**src/rtl/display_scan_controller.sv**
```systemverilog
// Multiplexed 4-digit 7-segment scan controller: blank/show time slots per digit,
// registered outputs, and a sample strobe every FRAMES_PER_SAMPLE frames.
module display_scan_controller #(
  parameter int unsigned CLK_DIV           = 50000,
  parameter int unsigned BLANK_CYCLES      = 500,
  parameter int unsigned FRAMES_PER_SAMPLE = 125
) (
  input  logic        clk,
  input  logic        rst,
  input  logic [27:0] digit_data,
  input  logic [3:0]  digit_en,
  output logic [6:0]  seg,
  output logic [3:0]  an,
  output logic [1:0]  cur_digit,
  output logic        sample_stb
);

  localparam int unsigned CntMax = (CLK_DIV > BLANK_CYCLES) ? CLK_DIV : BLANK_CYCLES;
  localparam int unsigned CntW   = $clog2(CntMax + 1);
  localparam int unsigned FrmW   = (FRAMES_PER_SAMPLE > 1) ? $clog2(FRAMES_PER_SAMPLE) : 1;

  localparam logic [CntW-1:0] BlankLast = CntW'(BLANK_CYCLES - 1);
  localparam logic [CntW-1:0] ShowLast  = CntW'(CLK_DIV - 1);
  localparam logic [FrmW-1:0] FrmLast   = FrmW'(FRAMES_PER_SAMPLE - 1);

  typedef enum logic {StBlank, StShow} state_e;

  state_e          state_q, state_d;
  logic [CntW-1:0] cnt_q, cnt_d;
  logic [1:0]      slot_q, slot_d;
  logic            en_q, en_d;
  logic [FrmW-1:0] frame_q, frame_d;
  logic            stb_d;
  logic [3:0]      an_d;
  logic [6:0]      seg_d;

  always_comb begin
    state_d = state_q;
    cnt_d   = cnt_q + CntW'(1);
    slot_d  = slot_q;
    en_d    = en_q;
    frame_d = frame_q;
    stb_d   = 1'b0;
    unique case (state_q)
      StBlank: begin
        if (cnt_q == BlankLast) begin
          state_d = StShow;
          cnt_d   = '0;
          en_d    = digit_en[slot_q];
        end
      end
      StShow: begin
        if (cnt_q == ShowLast) begin
          state_d = StBlank;
          cnt_d   = '0;
          slot_d  = slot_q + 2'd1;
          // Last show cycle of slot 3 completes a frame.
          if (slot_q == 2'd3) begin
            if (frame_q == FrmLast) begin
              frame_d = '0;
              stb_d   = 1'b1;
            end else begin
              frame_d = frame_q + FrmW'(1);
            end
          end
        end
      end
    endcase
  end

  // Outputs are registered from next-state values so they line up with the state.
  always_comb begin
    an_d  = 4'b1111;
    seg_d = 7'h7F;
    if (state_d == StShow && en_d) begin
      an_d[slot_d] = 1'b0;
      unique case (slot_d)
        2'd0: seg_d = digit_data[6:0];
        2'd1: seg_d = digit_data[13:7];
        2'd2: seg_d = digit_data[20:14];
        2'd3: seg_d = digit_data[27:21];
      endcase
    end
  end

  always_ff @(posedge clk or posedge rst) begin
    if (rst) begin
      state_q    <= StBlank;
      cnt_q      <= '0;
      slot_q     <= 2'd0;
      en_q       <= 1'b0;
      frame_q    <= '0;
      an         <= 4'b1111;
      seg        <= 7'h7F;
      sample_stb <= 1'b0;
    end else begin
      state_q    <= state_d;
      cnt_q      <= cnt_d;
      slot_q     <= slot_d;
      en_q       <= en_d;
      frame_q    <= frame_d;
      an         <= an_d;
      seg        <= seg_d;
      sample_stb <= stb_d;
    end
  end

  assign cur_digit = slot_q;

endmodule

```
**config.mk**
```make
export PLATFORM = sky130hd
export DESIGN_NAME = display_scan_controller
export DESIGN_NICKNAME = d
export VERILOG_FILES = /design/src/rtl/display_scan_controller.sv
export SDC_FILE = /design/constraint.sdc
export NUM_CORES = 1
export LEC_CHECK = 0
export CAP_MARGIN = 10
export CORE_AREA = 3 3 74 76
export CTS_CLUSTER_DIAMETER = 60
export DETAILED_ROUTE_END_ITERATION = 10
export DIE_AREA = 0 0 77 79
export PLACE_DENSITY = 0.7
export SETUP_SLACK_MARGIN = 0.4
export SLEW_MARGIN = 40
export SYNTH_ARGS = -nofsm -noshare
export SYNTH_HDL_FRONTEND = slang
export SYNTH_SLANG_ARGS = --single-unit
```
**constraint.sdc**
```tcl
create_clock -name clk -period 4.38 [get_ports clk]
set_input_delay 0.657 -clock clk [delete_from_list [all_inputs] [get_ports clk]]
set_output_delay 0.657 -clock clk [all_outputs]
set_load 0.01 [all_outputs]
```
* Word level (Yosys, flattened, before mapping)
Index checks and enable logic that the tools add are counted.
** Storage, ports and cells
- Output and inout port bits :: 14
- Flip-flop bits (word level) :: 39
** Operators by class
- $add $sub $neg :: 3
- Bitwise gates (word level) :: 2
- Reduce and logical (&&, ||, !) cells :: 4
- Equality and inequality tests :: 7
- $lt $le $gt $ge :: 3
- Mux-type cells :: 22
** Operators with widths (count)
- $mux 16 :: 2
- $pmux 16 s2 :: 1
- $pmux 7 s4 :: 1
- $add 16x1->16 const B :: 1
- $eq 16x16->1 const B :: 1
- $eq 16x9->1 const B :: 1
- $mux 7 :: 2
- $mux 1 :: 10
- $add 7x1->7 const B :: 1
- $eq 7x7->1 const B :: 1
- $eq 2x2->1 const B :: 3
- $lt 2x3->1 const B :: 2
- $mux 2 :: 2
- $mux 4 :: 1
- $not 4->4 :: 1
- $reduce_and 3->1 :: 1
- $add 2x1->2 const B :: 1
- $bmux 1 s2 :: 1
- $demux 1 s2 :: 1
- $eq 2x1->1 const B :: 1
- $ge 2x1->1 const B :: 1
- $logic_and 1x1->1 :: 2
- $logic_not 2->1 :: 1
- $pmux 1 s2 :: 1
- $not 1->1 :: 1

* Depth between registers and ports, before layout
- Word-level depth :: 9
- Gate-level depth with buffers :: 8
- Depth with buffers taken out :: 6

* Worst setup path before layout
OpenSTA, ideal clock, no wires.
- Path type :: reg2reg
- Start point :: register cnt_q[12]
- End point :: register seg[6]
- Stages on the path, launching flop included :: 6
- Arrival :: 2023 ps
- Path slack :: 2278 ps
- Data required time :: 4301 ps
- Cells stage by stage :: dfrtp_1 -> or4_4 -> nor4_4 -> mux2_2 -> nor2b_1 -> o21ai_0
** On the way
- Cells in the longest elaborated chain, start to end :: 6
- Elaborated cells between the ends (all ways) :: 16
- Classes of those cells :: eq/ne: 5; mux: 9; reduce/logical: 2
** RTL lines
- start, declared :: line 29 : logic [CntW-1:0] cnt_q, cnt_d;
- start signal, assigned :: line 98 : cnt_q <= cnt_d;
- $eq 16x16->1 :: line 53 : if (cnt_q == ShowLast) begin
- $mux 2 :: line 53
- $mux 2 :: line 44 : unique case (state_q)
- $eq 2x2->1 (tied with other cells) :: line 77 : unique case (slot_d)
- $pmux 7 s4 :: line 77
- $mux 7 (*) :: line 75 : if (state_d == StShow && en_d) begin
- named net seg_d[6] :: line 35 : logic [6:0] seg_d;
- end signal, assigned :: line 103 : seg <= seg_d;
- end, declared :: line 12 : output logic [6:0] seg,
Mark *: on every way through the listed nets, which the timed path passes. The rest lies on a longest branch.
A chain may end at the register's enable or synchronous reset.

* Worst setup path after layout
- Start point :: register slot_q[1] (netlist: cur_digit[1])
- End point :: output cur_digit[1]
** RTL lines
- start, declared :: line 30 : logic [1:0] slot_q, slot_d;
- start signal, assigned :: line 99 : slot_q <= slot_d;
- end, declared :: line 14 : output logic [1:0] cur_digit,
No word-level cell between the ends.

==> results.yml <==
run_status:
  status: "finished, final reports clean"
global_routing:
  grt_max_degree: 31
  gr-total-overflow: 0
  gr-usage-met2_pct: 26.7
  grtUsageMet3_pct: 3.74
  busiest_layer: "met2"
  grt_use_total_pct: 16.6
  grt_pass1_wl_mm: 8.18
  grt_pass1_vias: 1789
  grt_use_met1_pct: 22.5
  antenna_found_initial: 0
worst_setup_path:
  reg2reg_slack_ns: 2.06
  r2r_cells: 6
  worstSetupPathType: "reg -> out"
  r2r-end: "seg[2]"
  crit_required_ns: 3.72
  path_cells: "clkdlybuf4s50_1"
  cpLargestDelayFamily: "flip-flops"
  start_kind: "flip-flop"
  worstSetupEndpointType: "primary output"
  critPathSlowestCell: "dfrtp_1"
  cp_slowest_stage_delay_ns: 0.73
  cp_max_fo: 19
  path_buf_inv: 1
  r2r_start: "cnt_q[12]"
  critPathArrivalTime_ns: 1.68
sta:
  skew_ns: 0.00873
  holdWs_ns: 0.480
  fin_setup_tns_ns: 0
  finalCritPeriodShare_pct: 53.4
  fmax_ghz: 0.428
  max_slew_margin_pct: 48.2
  worstMarginPinSlew_ns: 0.777
  rsz0062_at_grt: "no"
  worst_slack_ns: 2.04
  finalSetupViolCount: 0
  drv_slew: 0
  min_period_ns: 2.34
  finalHoldViolations: 0
synthesis:
  synth_mux_area_share_pct: 5.74
  synth-async-reset-ratio_pct: 100
  syn_nets: 267
  synth_compound_area_share_pct: 10.8
  synth_top_family_by_area: "simple AND/OR/NAND/NOR gates"
  seq_area_frac_synth_pct: 45.9
  synth_xor_area_share_pct: 6.09
  syn_area_um2: 2160
  synth_cell_types: 41
  synth_fa_ha_area_share_pct: 2.32
  synthFlopType: "dfrtp_1"
  synthSimpleGateAreaFrac_pct: 25.3
  synth_area_per_cell_um2: 9.42
  ys_warn_count: 0
  ys_ff_latch: 39
  syn_inst: 229
  synth_edf_count: 0
hold_path:
  whs_path_depth: 1
  min-delay-start: "frame_q[5]"
  holdPathEnd: "frame_q[5]"
  hp-class: "reg -> reg"
drt:
  route.detailed.drc: 0
  post_drt_wl_per_cell_um: 13.0
  drt_iter0_drc: 135
  dr.pass1.iters: 4
  vias: 1788
  routed_via_density: 5.18
  postRouteAntennaNets: 0
  routed_wl_mm: 4.50
clock_tree:
  cts-resized-gates: 0
  cts_max_level: 2
  clk_latency_ns: 0.29
  cts_buffers: 5
  tritoncts: "yes"
  clock_sinks: 39
  cts_max_path_buffers: 2
  hold_buffers: 0
  post_cts_buffers: 0
  clk_pin_slew_ns: 0.09
  cts_root_buf: "clkbuf_8"
place:
  hpwl_mm: 3.43
  dp_cells: 337
  dp_slack_ns: 2.08
  gp_congestion: 0.806
  port_buffers: 47
floorplan:
  coreArea_um2: 4790
  rows: 25
  dieArea_um2: 6080
  die_h_um: 79
  die_w_um: 77
  start_util_pct: 45.1
  io_pins: 48
final_layout:
  area.sequential_um2: 991
  instances_no_fill: 345
  postLayoutCoreUtil_pct: 58.1
  syn_to_final_growth_pct: 28.9
  multiInputGateArea_um2: 1090
  diodes: 0
  fin_nets: 315
  drive_gt1_share_pct: 11.2
  nFillCells: 428
pwr:
  ir_drop_v: 0.000134
  pwr_density_cell_nw_per_um2: 235
  power.leakage_nw: 1.09
run:
  max_cap_viol_count: 0
## cell usage in the layout, fill, tap and decap left out, types with 5 or more instances in the layout
cell type,instances
a221oi_1,6
clkbuf_8,5
clkdlybuf4s50_1,47
dfrtp_1,27
dfstp_2,11
inv_1,7
mux2i_1,9
nand2_1,19
nand2b_1,8
nand3_1,23
nor2_1,34
o211ai_1,6
o21ai_0,14
xnor2_1,7
xor2_1,8
## state kept, by name (all words and copies together) (netlist names)
register,flops
cnt_q,16
seg,7
frame_q,7
cur_digit,2
sample_stb,1
an,4
en_q,1
state_q,1
## logic make-up (layout without fill, tap and decap cells)
logic type	count (synthesis)	after routing
XOR/XNOR	15	15
multiplexers	11	11
adder cells (fa/ha/maj)	4	4
buffers and inverters	17	66
AND/OR/NAND/NOR	108	108
flip-flops	39	39
AO/OA/AOI/OAI	35	35
## synth_stat cells, types with 2 or more instances
| master | count | area share [%] |
|---|---|---|
| o21ai_0 | 14 | 3.2 |
| nand2_1 | 19 | 3.3 |
| xor2_1 | 8 | 3.2 |
| nand4_1 | 4 | 1.2 |
| o31ai_1 | 2 | 0.70 |
| o211ai_1 | 6 | 2.1 |
| nand3_1 | 23 | 5.3 |
| and3_1 | 3 | 0.87 |
| buf_2 | 2 | 0.46 |
| buf_6 | 2 | 1.0 |
| mux2i_1 | 9 | 4.2 |
| dfrtp_1 | 28 | 32 |
| a221oi_1 | 6 | 2.4 |
| nand2b_1 | 8 | 2.3 |
| nand3b_1 | 2 | 0.70 |
| nor4_1 | 3 | 0.87 |
| nor2b_1 | 3 | 0.87 |
| xnor2_1 | 7 | 2.8 |
| dfstp_2 | 11 | 13 |
| nor2_1 | 34 | 5.9 |
| ha_1 | 4 | 2.3 |
| inv_1 | 8 | 1.4 |
| clkbuf_1 | 5 | 0.87 |
## worst max-delay path by stage
stage	end	cells after the start	startpoint	slack [ns]
floorplan	seg[6]	5	cnt_q[12]	2.28
global placement	seg[5]	5	cnt_q[12]	1.46
detailed placement	seg[2]	6	cnt_q[12]	2.08
CTS	cur_digit[0]	1	cur_digit[0]	1.88
global route	seg[5]	6	cnt_q[12]	1.83
finish	cur_digit[1]	1	cur_digit[1]	2.04
## power breakdown
part	internal (mW)	switching (mW)	total (mW)
Combinational	0.0301	0.0154	0.0455
Clock	0.114	0.135	0.248
Sequential	0.360	0	0.360
Total	0.504	0.150	0.654
## cell type report
cell class                      count  share of cell area, %
Clock buffer                        5                   2.48
Clock inverter                      3                  0.855
Tap cell                           67                   3.02
Inverter                            8                   1.08
Multi-Input combinational cell    173                   39.2
Sequential cell                    39                   35.6
Timing Repair Buffer               50                   17.7
## metal layers
| metal | routed length [um] | vias up |
|---|---|---|
| li1 | - | 903 |
| met1 | 2120 | 823 |
| met2 | 2110 | 58 |
| met3 | 237 | 4 |
| met4 | 32 | 0 |
| met5 | 0 | - |
## metrics by stage
step / cell area (um^2) / total power, mW
4_1_cts: 2780 / 0.667
3_3_place_gp: 2670 / 0.413
3_5_place_dp: 2680 / 0.414
5_1_grt: 2780 / 0.684
2_1_floorplan: 2160 / 0.378
6_report: 2780 / 0.654
(Power assumes the default switching activity.)
